$ cat config.mk
export PLATFORM = sky130hd
export DESIGN_NAME = prbs_sched
export DESIGN_NICKNAME = d
export VERILOG_FILES = /design/src/rtl/prbs_sched_pkg.sv /design/src/rtl/prbs_lfsr4.sv /design/src/rtl/prbs_sched.sv
export SDC_FILE = /design/constraint.sdc
export NUM_CORES = 1
export LEC_CHECK = 0
export BUFFER_PORTS_ARGS = -buffer_cell sky130_fd_sc_hd__buf_2
export CAP_MARGIN = 20
export CORE_MARGIN = 2
export CORE_UTILIZATION = 48
export CTS_CLUSTER_DIAMETER = 100
export CTS_CLUSTER_SIZE = 25
export DETAILED_ROUTE_END_ITERATION = 6
export PLACE_DENSITY = 0.73
export SLEW_MARGIN = 5
export SYNTH_ARGS = -nofsm -noshare
export SYNTH_HDL_FRONTEND = slang
export SYNTH_SLANG_ARGS = --single-unit
export TNS_END_PERCENT = 10
$ cat constraint.sdc
create_clock -name clk -period 2.19 [get_ports clk]
set_clock_uncertainty 0.2 [all_clocks]
set_input_delay 0.1095 -clock clk [delete_from_list [all_inputs] [get_ports clk]]
set_output_delay 0.1095 -clock clk [all_outputs]
set_load 0.01 [all_outputs]
$ cat src/rtl/prbs_sched_pkg.sv
// prbs_sched_pkg: shared types, constants and LFSR helpers for the PRBS
// burst scheduler (x^4 + x^3 + 1 Fibonacci LFSR).
package prbs_sched_pkg;

    typedef enum logic {
        ST_IDLE = 1'b0,
        ST_RUN  = 1'b1
    } state_t;

    localparam int LFSR_W = 4;

    // Feedback taps of x^4 + x^3 + 1, as bit positions of the state register.
    localparam int TAP_HI = 3;
    localparam int TAP_LO = 2;

    // The all-zero state is a lock-up state, so a zero seed is replaced.
    localparam logic [LFSR_W-1:0] ZERO_SEED_SUB = 4'b0001;

    // One LFSR step: shift left, feed the tap XOR into bit 0.
    function automatic logic [LFSR_W-1:0] lfsr_next(input logic [LFSR_W-1:0] q);
        return {q[LFSR_W-2:0], q[TAP_HI] ^ q[TAP_LO]};
    endfunction

    // Seed sanitiser: never allow the LFSR to be loaded with zero.
    function automatic logic [LFSR_W-1:0] seed_fix(input logic [LFSR_W-1:0] s);
        return (s == '0) ? ZERO_SEED_SUB : s;
    endfunction

endpackage

$ cat src/rtl/prbs_lfsr4.sv
// prbs_lfsr4: 4-bit Fibonacci LFSR with synchronous load and step enable.
// Load has priority over step; the value holds when neither is asserted.
module prbs_lfsr4
    import prbs_sched_pkg::*;
#(
    parameter logic [LFSR_W-1:0] RST_VAL = 4'b1010
) (
    input  logic              clk,
    input  logic              rst,
    input  logic              load,
    input  logic [LFSR_W-1:0] load_val,
    input  logic              step,
    output logic [LFSR_W-1:0] q
);

    // LFSR state: reload, step or hold.
    always_ff @(posedge clk or negedge rst) begin
        // NOTE: sequential state uses non-blocking assignments so every flop
        // samples pre-edge values regardless of block evaluation order.
        if (!rst) begin
            q <= RST_VAL;
        end else if (load) begin
            q <= load_val;
        end else if (step) begin
            q <= lfsr_next(q);
        end
    end

endmodule

$ cat src/rtl/prbs_sched.sv
// prbs_sched: round-robin scheduler sharing one 4-bit PRBS generator among
// NREQ requesters. Grants bursts of req_len+1 words, tags each word with the
// owner ID and defers reseeds until the generator is idle.
// Optional feature: define PRBS_SCHED_STATS_EN to add the saturating
// word_cnt[15:0] output counting delivered words.
module prbs_sched
    import prbs_sched_pkg::*;
#(
    parameter int                NREQ     = 4,
    parameter int                LEN_W    = 4,
    parameter logic [LFSR_W-1:0] SEED_DEF = 4'b1010,
    localparam int               ID_W     = $clog2(NREQ)
) (
    input  logic                  clk,
    input  logic                  rst,
    input  logic [NREQ-1:0]       req,
    input  logic [NREQ*LEN_W-1:0] req_len,
    input  logic                  reseed,
    input  logic [LFSR_W-1:0]     seed_in,
    output logic [NREQ-1:0]       gnt,
    output logic                  out_valid,
    output logic [LFSR_W-1:0]     out_data,
    output logic [ID_W-1:0]       out_id,
    output logic                  out_last,
`ifdef PRBS_SCHED_STATS_EN
    output logic [15:0]           word_cnt,
`endif
    output logic                  busy
);

    // Counter holds up to 2^LEN_W words, so it needs one extra bit.
    localparam int CNT_W = LEN_W + 1;

    state_t            r_state;
    logic [ID_W-1:0]   r_ptr;
    logic [CNT_W-1:0]  r_cnt;
    logic              r_pend;
    logic [LFSR_W-1:0] r_seed;
    logic [NREQ-1:0]   r_gnt;
    logic              r_valid;
    logic [LFSR_W-1:0] r_data;
    logic [ID_W-1:0]   r_id;
    logic              r_last;
    logic              r_busy;

    logic              w_found;
    logic [ID_W-1:0]   w_win_id;
    logic [LEN_W-1:0]  w_win_len;
    logic              w_load;
    logic [LFSR_W-1:0] w_load_val;
    logic              w_step;
    logic [LFSR_W-1:0] w_q;

    // Reseed is serviced in IDLE; a fresh pulse overrides the pending seed.
    assign w_load     = (r_state == ST_IDLE) && (reseed || r_pend);
    assign w_load_val = seed_fix(reseed ? seed_in : r_seed);
    assign w_step     = (r_state == ST_RUN);

    prbs_lfsr4 #(
        .RST_VAL (SEED_DEF)
    ) u_lfsr (
        .clk      (clk),
        .rst      (rst),
        .load     (w_load),
        .load_val (w_load_val),
        .step     (w_step),
        .q        (w_q)
    );

    // Round-robin search starting one past the last winner.
    always_comb begin
        // NOTE: every always_comb output gets a default first so no path
        // leaves it unassigned and infers a latch.
        w_found  = 1'b0;
        w_win_id = '0;
        for (int k = 1; k <= NREQ; k++) begin
            if (!w_found && req[(int'(r_ptr) + k) % NREQ]) begin
                w_found  = 1'b1;
                w_win_id = ID_W'((int'(r_ptr) + k) % NREQ);
            end
        end
    end

    assign w_win_len = req_len[int'(w_win_id)*LEN_W +: LEN_W];

    // Scheduler FSM with burst counter, pending reseed and registered outputs.
    always_ff @(posedge clk or negedge rst) begin
        if (!rst) begin
            r_state <= ST_IDLE;
            r_ptr   <= ID_W'(NREQ - 1);
            r_cnt   <= '0;
            r_pend  <= 1'b0;
            r_seed  <= '0;
            r_gnt   <= '0;
            r_valid <= 1'b0;
            r_data  <= '0;
            r_id    <= '0;
            r_last  <= 1'b0;
            r_busy  <= 1'b0;
        end else begin
            case (r_state)
                ST_IDLE: begin
                    if (reseed || r_pend) begin
                        r_pend <= 1'b0;
                        r_busy <= 1'b0;
                    end else if (w_found) begin
                        r_state <= ST_RUN;
                        r_gnt   <= NREQ'(1) << w_win_id;
                        r_id    <= w_win_id;
                        r_ptr   <= w_win_id;
                        r_cnt   <= {1'b0, w_win_len} + CNT_W'(1);
                        r_valid <= 1'b1;
                        r_data  <= w_q;
                        r_last  <= (w_win_len == '0);
                        r_busy  <= 1'b1;
                    end else begin
                        r_busy <= 1'b0;
                    end
                end
                ST_RUN: begin
                    if (reseed) begin
                        r_pend <= 1'b1;
                        r_seed <= seed_in;
                    end
                    r_cnt <= r_cnt - CNT_W'(1);
                    if (r_cnt == CNT_W'(1)) begin
                        r_state <= ST_IDLE;
                        r_gnt   <= '0;
                        r_valid <= 1'b0;
                        r_data  <= '0;
                        r_id    <= '0;
                        r_last  <= 1'b0;
                        r_busy  <= reseed || r_pend;
                    end else begin
                        r_data <= lfsr_next(w_q);
                        r_last <= (r_cnt == CNT_W'(2));
                    end
                end
                default: r_state <= ST_IDLE;
            endcase
        end
    end

`ifdef PRBS_SCHED_STATS_EN
    logic [15:0] r_word_cnt;

    // Saturating count of delivered words, cleared only by reset.
    always_ff @(posedge clk or negedge rst) begin
        if (!rst) begin
            r_word_cnt <= '0;
        end else if (r_valid && (r_word_cnt != 16'hFFFF)) begin
            r_word_cnt <= r_word_cnt + 16'd1;
        end
    end

    assign word_cnt = r_word_cnt;
`endif

    assign gnt       = r_gnt;
    assign out_valid = r_valid;
    assign out_data  = r_data;
    assign out_id    = r_id;
    assign out_last  = r_last;
    assign busy      = r_busy;

endmodule

* Yosys cells after proc, flatten, opt, wreduce, memory -nomap -nowiden *
Index checks and enable logic that the tools add are counted.

cells by class
  add/sub/neg operators = 6
  order comparisons = 4
  equality and inequality tests = 7
  shifts and indexed selects = 2
  muxes and demuxes = 56
  bitwise gates (word level) = 7
  reduce and logical (&&, ||, !) cells = 19

operators with widths
  kind                 number
  $mux 4               10
  $mux 1               24
  $lt 3x4->1 const B   4
  $pmux 4 s2           2
  $shiftx 16x5->4      1
  $mux 2               7
  $mux 5               2
  $pmux 1 s2           5
  $pmux 5 s2           1
  $bmux 1 s2           4
  $logic_not 4->1      2
  $reduce_or 2->1      4
  $ne 2x2->1 const B   3
  $reduce_and 3->1     2
  $add 4x1->5 const B  1
  $eq 5x1->1 const B   1
  $eq 5x2->1 const B   1
  $sub 5x1->5 const B  1
  $add 2x1->2 const B  2
  $add 2x2->2 const B  2
  $and 1x1->1 const A  4
  $logic_and 1x1->1    4
  $ne 2x1->1 const B   2
  $pmux 2 s2           1
  other kinds (7)      11

storage, ports and cells
  register bits after elaboration = 30
  bits of input ports = 27
  output and inout port bits = 13
  word-level logic and storage cells = 113

* Longest topological paths before layout *
  word-level depth = 21
  depth in mapped cells = 10
  depth with buffers taken out = 9

* Modules after synthesis *
From an unflattened synthesis, not the netlist that was laid out.

second synthesis, totals
  cells, all modules = 175
  area total of the unflattened synthesis = 1786.7 sq um

modules (own cells, without submodules)
  module      instances  cells each  area an instance (sq um)  sequential area each (sq um)
  prbs_sched  1          157         1587.8                    653.1
  prbs_lfsr4  1          18          198.9                     102.6

* Worst setup path after synthesis *
OpenSTA, ideal clock, no wires.

  path type = register -> register
  start = register r_ptr[1]
  end = register r_cnt[1]
  setup time = 0.136 ns
  arrival = 2.003 ns
  data required time = 1.854 ns
  setup slack = -0.149 ns
  stages on the path, launching flop included = 9
  buffers on the path = 0
  clock period less this slack = 2.339 ns
  cells stage by stage = dfstp_2 > nand2b_1 > a21oi_1 > nor3_2 > mux2_2 > inv_1 > ha_1 > a211oi_1 > a21oi_1

between the ends
  word-level cells in the longest chain between the ends = 19
  elaborated cells on any way between the ends = 37
  classes of those cells = add/sub: 5; eq/ne: 1; shift: 1; mux: 23; reduce/logical: 7

RTL lines
  item                                       RTL line                            source
  start, declared                            prbs_sched.sv:35                    logic [ID_W-1:0] r_ptr;
  start signal, assigned                     prbs_sched.sv:90                    r_ptr <= ID_W'(NREQ - 1);
  start signal, assigned                     prbs_sched.sv:110                   r_ptr <= w_win_id;
  $add 2x1->2                                prbs_sched.sv:77, prbs_sched.sv:79
  $bmux 1 s2                                 prbs_sched.sv:77                    if (!w_found && req[(int'(r_ptr) + k) % NREQ]) begin
  $mux 1 (implied by the code) (2 in a row)  prbs_sched.sv:77
  $mux 1                                     prbs_sched.sv:77
  $logic_not 1->1                            prbs_sched.sv:77
  $logic_and 1x1->1                          prbs_sched.sv:77
  $mux 1                                     prbs_sched.sv:77
  $logic_not 1->1                            prbs_sched.sv:77
  (+2 left out)                              n/a
  $logic_not 1->1                            prbs_sched.sv:77
  $logic_and 1x1->1                          prbs_sched.sv:77
  $mux 2                                     prbs_sched.sv:77
  $shiftx 16x5->4                            prbs_sched.sv:84                    assign w_win_len = req_len[int'(w_win_id)*LEN_W +: LEN_W];
  $add 4x1->5                                prbs_sched.sv:111                   r_cnt <= {1'b0, w_win_len} + CNT_W'(1);
  $mux 5                                     prbs_sched.sv:106                   end else if (w_found) begin
  $mux 5                                     prbs_sched.sv:103                   if (reseed || r_pend) begin
  $pmux 5 s2                                 prbs_sched.sv:101                   case (r_state)
  end signal, assigned                       prbs_sched.sv:111
  end signal, assigned                       prbs_sched.sv:125                   r_cnt <= r_cnt - CNT_W'(1);
  end, declared                              prbs_sched.sv:36                    logic [CNT_W-1:0] r_cnt;

Parallel ways exist; a longest one is shown, timed or not. The select of a mux whose other input is x is not followed.
A chain may end at the register's enable or synchronous reset.

* Final worst setup path *
  start = register r_ptr[0]
  end = register r_cnt[1]

Same word-level chain as after synthesis.

==> flow_results.xml <==
<?xml version="1.0" encoding="UTF-8"?>
<metrics>
  <group name="drt">
    <metric name="viasPerCell" unit="">5.213</metric>
    <metric name="count_of_tritonroute_iterations_in_the_first_routing_pass" unit="">4</metric>
    <metric name="post_drt_wl_per_cell" unit="µm">12.94</metric>
    <metric name="routed-via-count" unit="">1564</metric>
    <metric name="detail-route-antenna-nets" unit="">0</metric>
    <metric name="drc" unit="">0</metric>
    <metric name="initialDrtViolationCount" unit="">43</metric>
    <metric name="drt-total-wl" unit="mm">3.882</metric>
  </group>
  <group name="die">
    <metric name="floorplan.initialDensity" unit="%">51.06</metric>
    <metric name="die_w" unit="µm">64.28</metric>
    <metric name="die_h" unit="µm">64.28</metric>
    <metric name="die-area" unit="µm²">4132</metric>
    <metric name="placementRows" unit="">21</metric>
    <metric name="io_pins" unit="">40</metric>
    <metric name="core_box_area" unit="µm²">3416</metric>
  </group>
  <group name="worst_setup_path">
    <metric name="critPathRequiredTime" unit="ns">2.21</metric>
    <metric name="cp-start-kind" unit="">flop</metric>
    <metric name="critPathKind" unit="">flop to flop</metric>
    <metric name="worstPathArrival" unit="ns">2.41</metric>
    <metric name="crit_path_end_kind" unit="">flop</metric>
    <metric name="crit_path_max_fanout" unit="">7</metric>
  </group>
  <group name="global_routing">
    <metric name="overflow_after_grt" unit="">0</metric>
    <metric name="grt.total_usage" unit="%">20.92</metric>
    <metric name="initial_antenna_violation_count" unit="">0</metric>
    <metric name="global_route_wire_length_before_repair" unit="mm">6.727</metric>
    <metric name="pin_count_of_the_biggest_net_entering_global_routing" unit="">31</metric>
    <metric name="number_of_global_route_vias_before_repair" unit="">1535</metric>
  </group>
  <group name="sta">
    <metric name="finalSetupViolCount" unit="">6</metric>
    <metric name="hold_violations" unit="">0</metric>
    <metric name="tightestPinTransition" unit="ns">0.6531</metric>
    <metric name="rsz0062_at_grt" unit="">yes</metric>
    <metric name="finalCritPeriodShare" unit="%">109.1</metric>
    <metric name="final.min_clock_period" unit="ns">2.390</metric>
    <metric name="setup_slack" unit="ns">-0.2004</metric>
    <metric name="timing.max_slew.rel_slack" unit="%">56.46</metric>
    <metric name="max_freq" unit="GHz">0.4183</metric>
    <metric name="finalMaxSlewViolations" unit="">0</metric>
    <metric name="setup_total_negative_slack" unit="ns">-1.023</metric>
  </group>
  <group name="clocking">
    <metric name="root_buffer" unit="">clkbuf_4</metric>
    <metric name="cts_num_sinks" unit="">30</metric>
    <metric name="tritoncts_clock_tree" unit="">done</metric>
    <metric name="max-clock-path-buffers" unit="">2</metric>
    <metric name="clkLatencyLatePin" unit="ns">0.33</metric>
    <metric name="clkSlewWorstSetupHoldPaths" unit="ns">0.09</metric>
    <metric name="num_cts_buffers" unit="">5</metric>
    <metric name="cts-htree-levels" unit="">2</metric>
  </group>
  <group name="power_and_ir_drop">
    <metric name="total_switching_power" unit="W">0.001210</metric>
    <metric name="vdd.ir_drop.worst" unit="mV">0.8887</metric>
    <metric name="combPwrFrac" unit="%">51.3</metric>
    <metric name="seq_power_share" unit="%">35.1</metric>
    <metric name="power.density_cell_area" unit="nW/µm²">1346</metric>
    <metric name="total_power" unit="W">0.003112</metric>
    <metric name="leakage" unit="nW">1.147</metric>
    <metric name="power.switching_fraction" unit="%">38.87</metric>
    <metric name="int_power" unit="W">0.001902</metric>
    <metric name="power_frac_clock" unit="%">13.6</metric>
  </group>
  <group name="synthesis">
    <metric name="synthArstFlopShare" unit="%">100.0</metric>
    <metric name="synthDistinctLibCells" unit="">40</metric>
    <metric name="post-synth-top-area-fraction" unit="%">37.30</metric>
    <metric name="synthMostInstantiatedCell" unit="">nor2_1</metric>
    <metric name="synthesis.nets" unit="">219</metric>
    <metric name="synthCells" unit="">187</metric>
    <metric name="edff_count_synth" unit="">0</metric>
    <metric name="syn-mean-instance-area" unit="µm²">9.327</metric>
    <metric name="synth.cells.most_frequent" unit="">28 x nor2_1, 26 x dfrtp_1, 23 x nand2_1</metric>
    <metric name="synthFlopType" unit="">dfrtp_1</metric>
    <metric name="synth.ff_latch_count" unit="">30</metric>
    <metric name="synth.area.top_cells" unit="">dfrtp_1 37%, mux2i_1 8.0%, dfstp_2 6.0%, nor2_1 6.0%, nand2_1 4.9%</metric>
    <metric name="netlist.top_cell.by_area" unit="">dfrtp_1</metric>
    <metric name="ys_warn_count" unit="">0</metric>
    <metric name="synth.yosys.seq_area_share" unit="%">43.33</metric>
    <metric name="syn_area" unit="µm²">1744</metric>
  </group>
  <group name="placement">
    <metric name="place.gp.congestion" unit="">0.7821</metric>
    <metric name="dp_cells" unit="">281</metric>
    <metric name="detailed_placement_hpwl" unit="mm">2.800</metric>
    <metric name="placed_cell_area" unit="µm²">2092</metric>
    <metric name="numPortBuffers" unit="">39</metric>
  </group>
  <group name="final_layout">
    <metric name="finalInstanceArea" unit="µm²">2311</metric>
    <metric name="ratio_of_cells_with_drive_above_1_in_the_final_layout" unit="%">36.22</metric>
    <metric name="areaGrowthSynthToFinish" unit="%">32.50</metric>
    <metric name="final_cells" unit="">300</metric>
    <metric name="antenna-diode-count" unit="">0</metric>
    <metric name="finalNetCount" unit="">285</metric>
  </group>
  <group name="flow_run">
    <metric name="maxCapViolations" unit="">0</metric>
  </group>
  <group name="status">
    <metric name="violations" unit="">setup timing</metric>
    <metric name="outcome" unit="">complete, but fails checks</metric>
  </group>
  <group name="min_path">
    <metric name="worstHoldPathType" unit="">primary input to asynchronous set/reset pin</metric>
  </group>
</metrics>
[critical path, stage by stage (launching register included)]
cell and delay, ns:
dfstp_2 0.58, nand2b_4 0.13, a21oi_2 0.06, nor3_2 0.20, buf_4 0.20, mux2i_1 0.21
mux2_4 0.20, inv_2 0.05, ha_4 0.22, a211oi_2 0.16, a21oi_1 0.05
[kinds of logic (layout without fill, tap and decap cells)]
group | count (synthesis) | in the layout | synth area share, %
xor+xnor | 5 | 5 | 2.511
simple gates | 75 | 75 | 20.09
fa+ha+maj | 5 | 5 | 3.587
buf+inv | 12 | 79 | 3.013
compound gates | 39 | 39 | 14.71
flops | 30 | 30 | 43.33
mux | 21 | 21 | 12.77
[stage by stage]
stage / util (%) / hold WS, ns / worst slack [ns]
global placement: 61.25 / -0.02134 / -0.1304
global route: 67.66 / 0.1856 / -0.3313
floorplan: - / -0.3861 / -0.1179
CTS: 67.55 / 0.1477 / -0.1812
detailed placement: 61.25 / -0.02968 / -0.2133
finish: 67.66 / 0.1345 / -0.2004
[layer usage]
metal  wire (µm)  track usage [%]
met2        1867            36.07
met1        1771            25.40
met3         195            5.106
met4          48            7.447
met5           0                0
[final cells by class]
class,instances,area (µm²)
Fill cell,291,1105
Multi-Input combinational cell,145,983.4
Sequential cell,30,755.7
Timing Repair Buffer,66,420.4
Tap cell,46,57.56
Clock buffer,7,45.04
Clock inverter,1,30.03
Inverter,5,18.77
[power by group through the flow]
stage          Combinational [W]  Sequential (W)  Clock [W]
2_1_floorplan           0.000999         0.00106          0
3_3_place_gp             0.00142         0.00110          0
3_5_place_dp             0.00146         0.00110          0
4_1_cts                  0.00160         0.00109   0.000436
5_1_grt                  0.00179         0.00113   0.000466
6_report                 0.00160         0.00109   0.000424
[path summary, 6_finish.rpt]
check                      startpoint           to  slack [ns]  depth (start not counted)
setup reg to reg             r_ptr[0]     r_cnt[1]       -0.20                         10
setup / recovery             r_ptr[0]     r_cnt[1]       -0.20                         10
hold / removal                    rst       r_pend        0.13                          2
min in group clk               req[0]     r_cnt[3]        0.16                          5
hold reg to reg             out_valid    out_valid        0.28                          2
max in group asynchronous         rst  out_data[3]        1.23                          2
[flip-flops by register name (all words and copies together), names as in the netlist, 2 cells and up]
name and cells:
u_lfsr.q 4, gnt 4, r_ptr 2, out_data 4, out_id 2, r_seed 4, r_cnt 5
[cells in the final DEF, fill, tap and decap left out, types with 2 or more instances in the layout]
cell type / synthesis / layout
buf_2: 0 / 39
nor2_1: 28 / 26
dfrtp_1: 26 / 26
nand2_1: 23 / 22
buf_4: 0 / 19
mux2i_1: 14 / 14
a21oi_1: 14 / 13
o21ai_0: 7 / 7
dlygate4sd3_1: 0 / 6
mux2_2: 6 / 5
clkbuf_4: 0 / 5
nand2b_1: 6 / 4
nand3_1: 4 / 4
xor2_1: 4 / 4
ha_1: 5 / 4
dfstp_2: 4 / 4
nor3_2: 3 / 3
inv_1: 5 / 3
nor3_1: 3 / 3
nand2b_4: 0 / 2
nor2_2: 0 / 2
nor2b_1: 2 / 2
mux2_4: 1 / 2
inv_2: 0 / 2
a21o_1: 2 / 2
a32o_1: 2 / 2
a22o_1: 2 / 2
o221ai_1: 2 / 2
nor3b_1: 2 / 2
clkbuf_1: 5 / 2
buf_6: 1 / 2
[repair_timing]
action / CTS / global route
pin swaps: 5 / 1
buffers inserted: 5 / 0
hold buffers: 6 / 0
endpoints found under the hold margin: 36 / 0
endpoints found under the setup margin: 6 / 6
resized for setup: 10 / 1
Power figures use the tool's default switching activity.
